File: src/rtl/sevenseg_scan_pkg.sv
// Shared constants and types for the stopwatch seven-segment scan stage.
// Segment vectors are {g,f,e,d,c,b,a}, active-low.
package sevenseg_scan_pkg;

  localparam logic [6:0] SEG_BLANK = 7'h7F;
  localparam logic [6:0] SEG_DASH  = 7'b0111111;
  localparam logic [3:0] ANODE_OFF = 4'b1111;

  localparam logic [6:0] DIGIT_PAT [10] = '{
    7'b1000000, 7'b1111001, 7'b0100100, 7'b0110000, 7'b0011001,
    7'b0010010, 7'b0000010, 7'b1111000, 7'b0000000, 7'b0010000
  };

  typedef enum logic {PhVisible, PhHidden} flash_phase_e;

endpackage

File: src/rtl/bcd_to_7seg.sv
// Combinational BCD to active-low seven-segment decoder; non-decimal codes show a dash.
module bcd_to_7seg
  import sevenseg_scan_pkg::*;
(
  input  logic [3:0] bcd,
  output logic [6:0] seg
);

  always_comb begin
    seg = SEG_DASH;
    if (bcd <= 4'd9) seg = DIGIT_PAT[bcd];
  end

endmodule

File: src/rtl/sevenseg_scan.sv
// Four-digit common-anode display scanner with frame snapshot, leading-zero blank and flash.
// All outputs are registered; decode lags the scan index by one clock.
module sevenseg_scan
  import sevenseg_scan_pkg::*;
#(
  parameter int unsigned SCAN_DIV    = 100000,
  parameter int unsigned FLASH_SLOTS = 500,
  parameter int unsigned DP_DIGIT    = 1
) (
  input  logic       clk,
  input  logic       reset,
  input  logic [3:0] digit3,
  input  logic [3:0] digit2,
  input  logic [3:0] digit1,
  input  logic [3:0] digit0,
  input  logic       flash_en,
  input  logic       lead_blank,
  output logic [3:0] an,
  output logic [6:0] seg,
  output logic       dp,
  output logic       frame_tick
);

  localparam int unsigned PW = (SCAN_DIV > 1) ? $clog2(SCAN_DIV) : 1;
  localparam int unsigned FW = $clog2(FLASH_SLOTS + 1);
  localparam logic [PW-1:0] PRESC_MAX = PW'(SCAN_DIV - 1);
  localparam logic [FW-1:0] FLASH_MAX = FW'(FLASH_SLOTS - 1);
  localparam logic [1:0]    DP_IDX    = 2'(DP_DIGIT);

  logic [PW-1:0]     presc_q, presc_d;
  logic [1:0]        idx_q, idx_d;
  logic [3:0][3:0]   snap_q, snap_d;
  logic              first_q, first_d;
  logic              tick_q, tick_d;
  logic [FW-1:0]     fcnt_q, fcnt_d;
  flash_phase_e      phase_q, phase_d;
  logic [3:0]        an_q, an_d;
  logic [6:0]        seg_q, seg_d;
  logic              dp_q, dp_d;

  logic       slot_end, latch;
  logic       ghost, hidden, lead_hide;
  logic [6:0] dec_seg;

  assign slot_end = (presc_q == PRESC_MAX);
  // first_q forces one snapshot right after reset release so frame 0 is coherent
  assign latch    = first_q | (slot_end & (idx_q == 2'd3));

  always_ff @(posedge clk or negedge reset) begin
    if (!reset) begin
      presc_q <= '0;
      idx_q   <= '0;
      snap_q  <= '0;
      first_q <= 1'b1;
      tick_q  <= 1'b0;
      fcnt_q  <= '0;
      phase_q <= PhVisible;
      an_q    <= ANODE_OFF;
      seg_q   <= SEG_BLANK;
      dp_q    <= 1'b1;
    end else begin
      presc_q <= presc_d;
      idx_q   <= idx_d;
      snap_q  <= snap_d;
      first_q <= first_d;
      tick_q  <= tick_d;
      fcnt_q  <= fcnt_d;
      phase_q <= phase_d;
      an_q    <= an_d;
      seg_q   <= seg_d;
      dp_q    <= dp_d;
    end
  end

  always_comb begin
    presc_d = slot_end ? '0 : presc_q + 1'b1;
    idx_d   = slot_end ? idx_q + 2'd1 : idx_q;
    snap_d  = latch ? {digit3, digit2, digit1, digit0} : snap_q;
    first_d = 1'b0;
    tick_d  = latch;
    fcnt_d  = fcnt_q;
    phase_d = phase_q;
    if (!flash_en) begin
      fcnt_d  = '0;
      phase_d = PhVisible;
    end else if (slot_end) begin
      if (fcnt_q == FLASH_MAX) begin
        fcnt_d  = '0;
        phase_d = (phase_q == PhVisible) ? PhHidden : PhVisible;
      end else begin
        fcnt_d = fcnt_q + 1'b1;
      end
    end
  end

  bcd_to_7seg u_dec (
    .bcd (snap_q[idx_q]),
    .seg (dec_seg)
  );

  always_comb begin
    ghost     = (presc_q == '0);
    hidden    = (phase_q == PhHidden);
    lead_hide = lead_blank && (idx_q == 2'd3) && (snap_q[3] == 4'd0);
    an_d      = ANODE_OFF;
    if (!ghost && !hidden && !lead_hide) an_d[idx_q] = 1'b0;
    seg_d = lead_hide ? SEG_BLANK : dec_seg;
    dp_d  = !((idx_q == DP_IDX) && !hidden && !ghost);
  end

  assign an         = an_q;
  assign seg        = seg_q;
  assign dp         = dp_q;
  assign frame_tick = tick_q;

endmodule
File: config.mk
export PLATFORM = sky130hd
export DESIGN_NAME = sevenseg_scan
export DESIGN_NICKNAME = d
export VERILOG_FILES = /design/src/rtl/sevenseg_scan_pkg.sv /design/src/rtl/bcd_to_7seg.sv /design/src/rtl/sevenseg_scan.sv
export SDC_FILE = /design/constraint.sdc
export NUM_CORES = 1
export LEC_CHECK = 0
export ABC_AREA = 1
export CORE_ASPECT_RATIO = 0.5
export CORE_MARGIN = 2
export CORE_UTILIZATION = 39
export CTS_BUF_LIST = sky130_fd_sc_hd__clkbuf_4 sky130_fd_sc_hd__clkbuf_8
export DETAILED_ROUTE_END_ITERATION = 10
export SLEW_MARGIN = 20
export SYNTH_ARGS = -nofsm -noshare
export SYNTH_HDL_FRONTEND = slang
export SYNTH_SLANG_ARGS = --single-unit
File: constraint.sdc
create_clock -name clk -period 2.5 [get_ports clk]
set_clock_uncertainty 0.1 [all_clocks]
set_input_delay 0.25 -clock clk [delete_from_list [all_inputs] [get_ports clk]]
set_output_delay 0.25 -clock clk [all_outputs]
set_load 0.1 [all_outputs]
==> flow_summary.json <==
{
  "clk_latency_ns": 0.33,
  "h-tree-depth": 3,
  "async_flop_share": 1.00,
  "track_usage": 0.164,
  "cp_max_fo": 13,
  "routed_wirelength_mm": 6.55,
  "slew_viol_final": 0,
  "grt_pass1_vias": 2537,
  "overflow": 0,
  "die_h_um": 67.7,
  "netlist_area_mm2": 0.00317,
  "slew_headroom": 0.486,
  "place.port_buffers": 32,
  "antennaDiodeCount": 0,
  "cts_inserted_buffers": 9,
  "start_util": 0.399,
  "vdd_drop_max_uv": 227,
  "dieWidth_um": 131,
  "leakage_uw": 0.00193,
  "cellPowerDensity_mw_per_mm2": 575,
  "clock-sinks": 59,
  "grt_max_degree": 37,
  "setup_slack_ns": 0.490,
  "seq_area_frac_synth": 0.471,
  "drt-initial-drc-count": 125,
  "cap_violations": 0,
  "clk_pin_slew_ns": 0.06,
  "synth_simple_gate_area_frac": 0.348,
  "ios": 33,
  "clockBufferDepth": 2,
  "cts_root_buf": "clkbuf_8",
  "synth.avg_cell_area_um2": 7.69,
  "netlist.area_leader.share": 0.363,
  "postRouteAntennaNets": 0,
  "status": "complete, no violations",
  "ys_top_cells_by_area": "dfrtp_1, nand2_1, dfstp_2",
  "cp.arrival_ns": 2.19,
  "setup-tns-final_ns": 0,
  "critPathLaunchType": "register",
  "routedWlPerCell_um": 11.5,
  "synth_mux_area_frac": 0,
  "rsz0062_at_grt": "no",
  "post-cts-setup-buffers": 0,
  "synth_edf_count": 0,
  "worstSetupPathType": "register to register",
  "synth_cells": 412,
  "setup_viol": 0,
  "hold_viol": 0,
  "ys_warn_count": 0,
  "end_kind": "register",
  "fmax_mhz": 497,
  "drive_above_1_share": 0.132,
  "vias": 2628,
  "drt_first_pass_iters": 4,
  "synth_top_family_by_area": "simple AND/OR/NAND/NOR gates",
  "fp.coreArea_mm2": 0.00794,
  "cts.repair.resized": 0,
  "instances_no_fill": 568,
  "synth_xor_area_frac": 0.0221,
  "synth_nets": 444,
  "post-route-period-util": 0.804,
  "crit_required_ns": 2.68,
  "cts_tree": "built",
  "dp_cells": 551,
  "synth_compound_area_frac": 0.0316,
  "yosysUniqueCellTypes": 28,
  "place_hpwl_mm": 4.82,
  "worst_pin_slew_ns": 0.771,
  "yosysMostFrequentCell": "nand2_1",
  "yosys.area.top_type": "dfrtp_1",
  "period_minus_slack_ns": 2.01,
  "cts_hold_buf": 1,
  "synthAdderAreaFrac": 0.0474,
  "synth_common_cells": "nand2_1, nand3_1, inv_1",
  "synth_top_flop_cell": "dfrtp_1",
  "gp_congestion": 0.804,
  "grt_pass1_wl_mm": 11.5,
  "final_util": 0.474,
  "viasPerCell": 4.63,
  "dieArea_mm2": 0.00890,
  "hold_class": "primary input to register",
  "dp_slack_ns": 0.492,
  "nNetsFinal": 483,
  "area_delta_synth_final_pct": 18.7,
  "drc": 0,
  "ys_seq_elements": 59,
  "grt_antenna_before_repair": 0,
  "num_rows": 23
}
-- registers in the layout, summed over array words and instances, names as in the netlist, 2 cells and up --
signal / cells
an: 4
fcnt_q: 9
idx_q: 2
presc_q: 17
seg: 7
snap_q: 16
-- cells in the final DEF (no fill, tap or decap), drive strengths merged, types with 12 or more instances in the layout --
master / instances
nand4: 13
nand2: 134
inv: 51
clkbuf: 14
nor2: 47
dfrtp: 46
buf: 18
nand3: 50
dfstp: 13
clkdlybuf4s50: 18
ha: 12
-- per-layer routing --
metal | wire [µm] | vias up | GRT usage
li1 | - | 1374 | -
met5 | 0 | - | 0
met2 | 3060 | 38 | 0.281
met3 | 196 | 4 | 0.0518
met4 | 33 | 0 | 0.0448
met1 | 3260 | 1212 | 0.205
-- through the flow --
| stage | area (µm²) | hold WS (ns) | power [µW] |
|---|---|---|---|
| after floorplan | 3170 | -0.146 | 1290 |
| after global placement | 3570 | 0.271 | 1390 |
| after detailed placement | 3570 | 0.273 | 1390 |
| after CTS | 3760 | 0.328 | 2190 |
| after global routing | 3760 | 0.358 | 2280 |
| final | 3760 | 0.345 | 2160 |
-- power by group --
| part | internal [µW] | switching, µW | total (µW) |
|---|---|---|---|
| registers | 1010 | 21.1 | 1030 |
| logic | 90.9 | 243 | 334 |
| clock network | 444 | 350 | 794 |
-- path summary, 6_finish.rpt --
| check | start | slack, ns | cells after the start | to |
|---|---|---|---|---|
| min in group asynchronous | reset | 0.43 | 2 | snap_q[11] |
| worst min-delay path | digit1[2] | 0.35 | 3 | snap_q[6] |
| worst min register to register | presc_q[0] | 0.38 | 1 | presc_q[0] |
| worst max-delay path | idx_q[0] | 0.49 | 11 | seg[0] |
| worst max register to register | idx_q[0] | 0.49 | 11 | seg[0] |
| max in group asynchronous | reset | 1.16 | 3 | presc_q[15] |
-- critical path, cell delays in order (launching register included) --
cell and delay, ns:
dfrtp_1 0.38, inv_2 0.19, nor2_1 0.07, nor2_1 0.08, o21ai_0 0.08, nand2_1 0.13
inv_1 0.09, ha_1 0.21, or2_2 0.29, a21oi_1 0.17, nor2_2 0.09, nand2_1 0.07
-- cells by family after synthesis --
logic type / after synthesis
fa+ha+maj: 12
xor+xnor: 8
simple gates: 253
flops: 59
compound gates: 18
other cells: 1
buf+inv: 61
-- cell type report --
type / count / area (µm²)
multi-input combinational: 292 / 1430
inverter: 52 / 195
clock buffer: 14 / 174
sequential: 59 / 1490
fill: 810 / 4180
clock inverter: 2 / 10.0
tap: 112 / 140
timing repair buffer: 37 / 323
Power figures use the tool's default switching activity.
==> variant 1: new RTL, config.mk and constraints unchanged <==
Add an input register stage for `digit3`, `digit2`, `digit1`, `digit0`, `flash_en` and `lead_blank`; this delays them by one clock.
--- a/src/rtl/sevenseg_scan.sv
+++ b/src/rtl/sevenseg_scan.sv
@@ -26,6 +26,22 @@
   localparam logic [PW-1:0] PRESC_MAX = PW'(SCAN_DIV - 1);
   localparam logic [FW-1:0] FLASH_MAX = FW'(FLASH_SLOTS - 1);
   localparam logic [1:0]    DP_IDX    = 2'(DP_DIGIT);
+
+  logic [3:0] digit3_q;
+  logic [3:0] digit2_q;
+  logic [3:0] digit1_q;
+  logic [3:0] digit0_q;
+  logic flash_en_q;
+  logic lead_blank_q;
+
+  always_ff @(posedge clk) begin
+    digit3_q     <= digit3;
+    digit2_q     <= digit2;
+    digit1_q     <= digit1;
+    digit0_q     <= digit0;
+    flash_en_q   <= flash_en;
+    lead_blank_q <= lead_blank;
+  end
 
   logic [PW-1:0]     presc_q, presc_d;
   logic [1:0]        idx_q, idx_d;
@@ -75,12 +91,12 @@
   always_comb begin
     presc_d = slot_end ? '0 : presc_q + 1'b1;
     idx_d   = slot_end ? idx_q + 2'd1 : idx_q;
-    snap_d  = latch ? {digit3, digit2, digit1, digit0} : snap_q;
+    snap_d  = latch ? {digit3_q, digit2_q, digit1_q, digit0_q} : snap_q;
     first_d = 1'b0;
     tick_d  = latch;
     fcnt_d  = fcnt_q;
     phase_d = phase_q;
-    if (!flash_en) begin
+    if (!flash_en_q) begin
       fcnt_d  = '0;
       phase_d = PhVisible;
     end else if (slot_end) begin
@@ -101,7 +117,7 @@
   always_comb begin
     ghost     = (presc_q == '0);
     hidden    = (phase_q == PhHidden);
-    lead_hide = lead_blank && (idx_q == 2'd3) && (snap_q[3] == 4'd0);
+    lead_hide = lead_blank_q && (idx_q == 2'd3) && (snap_q[3] == 4'd0);
     an_d      = ANODE_OFF;
     if (!ghost && !hidden && !lead_hide) an_d[idx_q] = 1'b0;
     seg_d = lead_hide ? SEG_BLANK : dec_seg;
Formal check against the unedited RTL: not equivalent (a bounded check fails within 4 cycles, from zero or initial values and one cycle with reset low).
==> variant 1 against the original RTL <==
  * Via count rose by 3.0%
  * Utilization fell by 0.19 points
  * Cell area rose by 11%
  * Setup slack improved by 15 ps
  * Power rose by 15%
  * Wire length rose by 4.1%
  * Clock power rose by 2.8%
  * Non-clock buffer count did not move
  * Sequential cell count rose by 18
  * Area after synthesis rose by 14%
==> variant 1: results (changes against the original RTL) <==
<table>
<tr><th>Metric</th><th>Value</th></tr>
<tr><th colspan="2">Place</th></tr>
<tr><td>Placed cells</td><td>574 (was 551)</td></tr>
<tr><td>Cell area after placement</td><td>3988 um2 (was 3567 um2)</td></tr>
<tr><td>Detailed Place HPWL</td><td>4858 um (was 4823 um)</td></tr>
<tr><td>Final estimated routing congestion in global placement</td><td>0.8391 (was 0.8042)</td></tr>
<tr><th colspan="2">Detailed routing</th></tr>
<tr><td>Drt first-iter violations</td><td>196 (was 125)</td></tr>
<tr><td>Average wire length per cell after detail routing</td><td>11.53 um (about the same)</td></tr>
<tr><td>Number of vias after detailed routing</td><td>2708 (was 2628)</td></tr>
<tr><th colspan="2">Synthesis</th></tr>
<tr><td>Top post-synthesis cells by area</td><td>dfrtp_1 (32%), nand2_1 (12%), dfxtp_1 (10%) (was dfrtp_1 (36%), nand2_1 (15%), dfstp_2 (11%))</td></tr>
<tr><td>Number of warning messages in the yosys log</td><td>0 (unchanged)</td></tr>
<tr><td>Synth Net Count</td><td>463 (was 444)</td></tr>
<tr><td>Number of library cell types mapped by synthesis</td><td>34 (was 28)</td></tr>
<tr><td>Synth top cells by count</td><td>nand2_1 (119), inv_1 (52), nand3_1 (47) (was nand2_1 (129), nand3_1 (49), inv_1 (48))</td></tr>
<tr><td>Gate Count Post-Synth</td><td>431 (was 412)</td></tr>
<tr><td>Share of synthesized flip-flops with an asynchronous set or reset</td><td>0.7662 (was 1.000)</td></tr>
<tr><td>Part of the Yosys area used for sequential elements</td><td>0.5151 (was 0.4712)</td></tr>
<tr><th colspan="2">Finish</th></tr>
<tr><td>Final net count</td><td>501 (was 483)</td></tr>
<tr><td>Ratio of cells with drive above 1 in the final layout</td><td>0.1498 (was 0.1316)</td></tr>
<tr><td>Count of filler cells inserted in the layout</td><td>882 (was 810)</td></tr>
<tr><th colspan="2">STA</th></tr>
<tr><td>Max-slew headroom</td><td>0.4942 (was 0.4861)</td></tr>
<tr><th colspan="2">Pwr</th></tr>
<tr><td>Total power per unit cell area</td><td>598.0 nW/um2 (was 574.8 nW/um2)</td></tr>
<tr><td>Largest vdd supply drop</td><td>406.9 uV (was 227.5 uV)</td></tr>
<tr><td>P_leak</td><td>2.079 nW (was 1.933 nW)</td></tr>
<tr><th colspan="2">Worst setup path</th></tr>
<tr><td>Worst reg2reg path endpoint</td><td>seg[4]$_DFF_PN1_ (was seg[0]$_DFF_PN1_)</td></tr>
<tr><td>Reg2Reg Setup Slack</td><td>510 ps (was 490 ps)</td></tr>
<tr><td>Highest fanout seen on the critical path</td><td>12 (was 13)</td></tr>
<tr><th colspan="2">GRT</th></tr>
<tr><td>First-pass GRT wire length</td><td>12320 um (was 11480 um)</td></tr>
<tr><th colspan="2">CTS</th></tr>
<tr><td>Clock latency reported for the late side of the worst-skew pair</td><td>350 ps (was 330 ps)</td></tr>
<tr><td>Clock slew seen by the registers of the worst setup and hold paths</td><td>80 ps (was 60 ps)</td></tr>
<tr><th colspan="2">Status</th></tr>
<tr><td>Outcome</td><td>finished clean (unchanged)</td></tr>
</table>
variant 1: cell types whose count changed after synthesis, moves of 4 or more:
cell and delta:
nand2_1 -10, xor2_1 +4, dfxtp_1 +18, inv_1 +4, a21oi_1 -5, nand2_2 +8
variant 1: final cells by class:
type	count	area share
clock inverter	5	0.006611
timing repair buffer	37	0.07752
inverter	55	0.04958
multi-input combinational	289	0.3528
sequential	77	0.4450
tap	117	0.03516
clock buffer	11	0.03335
variant 1: critical path, cell delays in order (launching register included):
cell	delay, ps
dfrtp_1	390
inv_2	170
nor2_1	60
nor2_1	70
o21ai_0	80
nand2_1	140
inv_1	100
ha_1	200
or2_2	300
a21oi_2	150
nor2_2	80
nand2_1	80
variant 1: cells by family after synthesis:
group | after synthesis | share of synthesized area
AO/OA/AOI/OAI | 11 | 0.01843
flip-flops | 77 | 0.5151
buffers and inverters | 65 | 0.07652
adder cells (fa/ha/maj) | 12 | 0.04174
XOR/XNOR | 12 | 0.02922
AND/OR/NAND/NOR | 253 | 0.3179
other | 1 | 0.001042
variant 1: metal layers:
metal  vias to the layer above  part of all wire  track usage
met3                         6             0.045      0.05281
met1                      1234              0.49       0.2001
li1                       1423                 -            -
met4                         0             0.011      0.05556
met2                        45              0.45       0.2455
met5                         -                 0            0
variant 1: where the power goes:
group          leakage (nW)  switching (mW)  total, mW  internal [mW]
Combinational          1.10           0.240      0.331         0.0911
Sequential            0.886          0.0305       1.34           1.31
Clock                0.0897           0.440      0.816          0.375
Total                  2.08           0.710       2.49           1.78
variant 1: metrics by stage:
step	setup WS [ps]	power (mW)
final	505.1	2.490
after global routing	289.3	2.628
after CTS	501.1	2.529
after detailed placement	521.5	1.702
after global placement	597.5	1.698
after floorplan	490.5	1.603
variant 1: timing repair:
| item | in CTS | in global routing |
|---|---|---|
| gates resized for setup | 0 | 0 |
| endpoints found under the setup margin | 0 | 0 |
| endpoints found under the hold margin | 46 | 0 |
| hold buffers | 1 | 0 |
variant 1: worst min-delay path by stage:
stage / from / end / slack, ps
after CTS: digit2[1] / digit2_q[1]$_DFF_P_ / 210
final: digit2[1] / digit2_q[1]$_DFF_P_ / 240
after detailed placement: digit3_q[1]$_DFF_P_ / snap_q[13]$_DFFE_PN0P_ / 320
after floorplan: reset / fcnt_q[0]$_DFFE_PN0P_ / -150
after global routing: digit3[3] / digit3_q[3]$_DFF_P_ / 210
after global placement: digit3_q[1]$_DFF_P_ / snap_q[13]$_DFFE_PN0P_ / 320
==> variant 2: new RTL, same settings <==
Without the edit above. Set the parameter `FLASH_SLOTS` to 250 (it was 500).
--- a/src/rtl/sevenseg_scan.sv
+++ b/src/rtl/sevenseg_scan.sv
@@ -4,7 +4,7 @@
   import sevenseg_scan_pkg::*;
 #(
   parameter int unsigned SCAN_DIV    = 100000,
-  parameter int unsigned FLASH_SLOTS = 500,
+  parameter int unsigned FLASH_SLOTS = 250,
   parameter int unsigned DP_DIGIT    = 1
 ) (
   input  logic       clk,
Behaviour: same outputs for any inputs over 10 cycles, from zero or initial values and one cycle with reset low; that may be too few to reach the edited logic, so the function may still have changed.
==> variant 2 against the original RTL <==
  * Cell area rose by 1.5%
  * Global-route usage rose by 0.33 points
  * Fmax down 9.3%
  * Sequential cell count is 1 lower
  * Worst hold slack worse by 6.7 ps
  * Area after synthesis up 1.1%
  * First-iteration DRC count grew 26%
  * Power increased by 4.3%
  * Wire length is 1.3% lower
  * Setup slack lost 210 ps
  * Final cell count down 1.9%
==> variant 2: results (changes against the original RTL) <==
<table>
<tr><th>Metric</th><th>Value</th></tr>
<tr><th colspan="2">Status</th></tr>
<tr><td>Outcome</td><td>finished clean (unchanged)</td></tr>
<tr><th colspan="2">Pwr</th></tr>
<tr><td>P_leak</td><td>1.952 nW (was 1.933 nW)</td></tr>
<tr><td>Largest vdd supply drop</td><td>345.1 uV (was 227.5 uV)</td></tr>
<tr><th colspan="2">Synthesis</th></tr>
<tr><td>Parity-gate share of the synthesized area counting xor and xnor cells</td><td>0.02460 (was 0.02212)</td></tr>
<tr><td>Synth top cells by count</td><td>nand2_1 (131), dfrtp_1 (45), inv_1 (44) (was nand2_1 (129), nand3_1 (49), inv_1 (48))</td></tr>
<tr><td>Post-synthesis share of cell area spent on full adders, half adders and majority gates</td><td>0.05076 (was 0.04739)</td></tr>
<tr><td>Multiplexer area fraction after synthesis</td><td>0.007029 (was 0)</td></tr>
<tr><td>Gate Count Post-Synth</td><td>403 (was 412)</td></tr>
<tr><td>Top post-synthesis cells by area</td><td>dfrtp_1 (35%), nand2_1 (15%), dfstp_2 (11%) (was dfrtp_1 (36%), nand2_1 (15%), dfstp_2 (11%))</td></tr>
<tr><th colspan="2">GRT</th></tr>
<tr><td>Gr usage total</td><td>0.1675 (was 0.1642)</td></tr>
<tr><td>Pin count of the biggest net entering global routing</td><td>59 (was 37)</td></tr>
<tr><td>Via count of the first global-routing pass</td><td>2528 (was 2537)</td></tr>
<tr><td>First-pass GRT wire length</td><td>11590 um (was 11480 um)</td></tr>
<tr><th colspan="2">Finish</th></tr>
<tr><td>Registers with the highest flip-flop counts</td><td>presc_q: 17 flops, snap_q: 16 flops, fcnt_q: 8 flops (was presc_q: 17 flops, snap_q: 16 flops, fcnt_q: 9 flops)</td></tr>
<tr><td>Final net count</td><td>473 (was 483)</td></tr>
<tr><th colspan="2">Worst hold path</th></tr>
<tr><td>Hold crit path type</td><td>in2async (was in2reg)</td></tr>
<tr><th colspan="2">Place</th></tr>
<tr><td>Placed cells</td><td>540 (was 551)</td></tr>
<tr><td>Cell area after placement</td><td>3598 um2 (was 3567 um2)</td></tr>
<tr><td>Pre-CTS setup slack</td><td>312.2 ps (was 491.5 ps)</td></tr>
<tr><td>Detailed Place HPWL</td><td>4726 um (was 4823 um)</td></tr>
<tr><th colspan="2">Worst setup path</th></tr>
<tr><td>Highest fanout seen on the critical path</td><td>12 (was 13)</td></tr>
<tr><td>Arr. time, crit path</td><td>2400 ps (was 2190 ps)</td></tr>
<tr><th colspan="2">Detailed routing</th></tr>
<tr><td>Wirelength, routed</td><td>6461 um (was 6547 um)</td></tr>
<tr><td>Number of vias after detailed routing</td><td>2584 (was 2628)</td></tr>
<tr><th colspan="2">STA</th></tr>
<tr><td>Setup slack of the critical path after layout</td><td>283.5 ps (was 489.8 ps)</td></tr>
</table>
==> variant 2: changes by cell type after synthesis, sizes merged, moves of 2 or more <==
cell   delta
nand3    -10
nand4     -2
o21ai     +4
a21oi     -2
or2       +2
nor3      -2
inv       -2
==> variant 2: final cells by class <==
type	count	area (um2)	area share
Clock buffer	14	173.9	0.04556
Clock inverter	2	35.03	0.009177
Inverter	50	190.2	0.04982
Multi-Input combinational cell	287	1498	0.3923
Sequential cell	58	1468	0.3845
Tap cell	112	140.1	0.03671
Timing Repair Buffer	34	312.8	0.08194
==> variant 2: worst max path at each step <==
stage	from	endpoint	cells after the start
6_report	idx_q[0]$_DFFE_PN0N_	seg[0]$_DFF_PN1_	11
5_1_grt	idx_q[0]$_DFFE_PN0N_	seg[2]$_DFF_PN1_	11
4_1_cts	idx_q[0]$_DFFE_PN0N_	seg[0]$_DFF_PN1_	11
3_5_place_dp	idx_q[0]$_DFFE_PN0N_	seg[0]$_DFF_PN1_	11
3_3_place_gp	idx_q[0]$_DFFE_PN0N_	seg[0]$_DFF_PN1_	11
2_1_floorplan	idx_q[0]$_DFFE_PN0N_	seg[0]$_DFF_PN1_	13
==> variant 2: cells by family (layout without fill, tap and decap cells) <==
kind of cell,count (synthesis),after routing
compound gates,20,20
flops,58,58
mux,1,1
simple gates,243,243
buf+inv,58,100
other cells,1,1
xor+xnor,9,9
fa+ha+maj,13,13
==> variant 2: routing by layer <==
layer / wire length [um] / GRT usage / up-vias
met4: 60 / 0.05914 / 0
met5: 0 / 0 / -
met1: 3197 / 0.2114 / 1192
met3: 225 / 0.05778 / 7
met2: 2977 / 0.2741 / 41
li1: - / - / 1344
==> variant 2: power breakdown <==
group | internal (mW) | switching, mW | total, mW
clock | 0.547 | 0.350 | 0.897
sequential | 0.996 | 0.0222 | 1.02
combinational | 0.0931 | 0.247 | 0.340
total | 1.64 | 0.619 | 2.26
==> variant 2: worst register-to-register path: cells and delay by family (launching register included) <==
kind,cells,cell delay (ps)
buffers and inverters,2,320
AOI/OAI and AO/OA,2,270
adders and majority gates,1,220
and+or+nand+nor,6,760
DFF,1,490
==> variant 2: repair_timing <==
item,CTS,global route
endpoints found under the hold margin,45,0
hold buffers,1,0
resized for setup,0,0
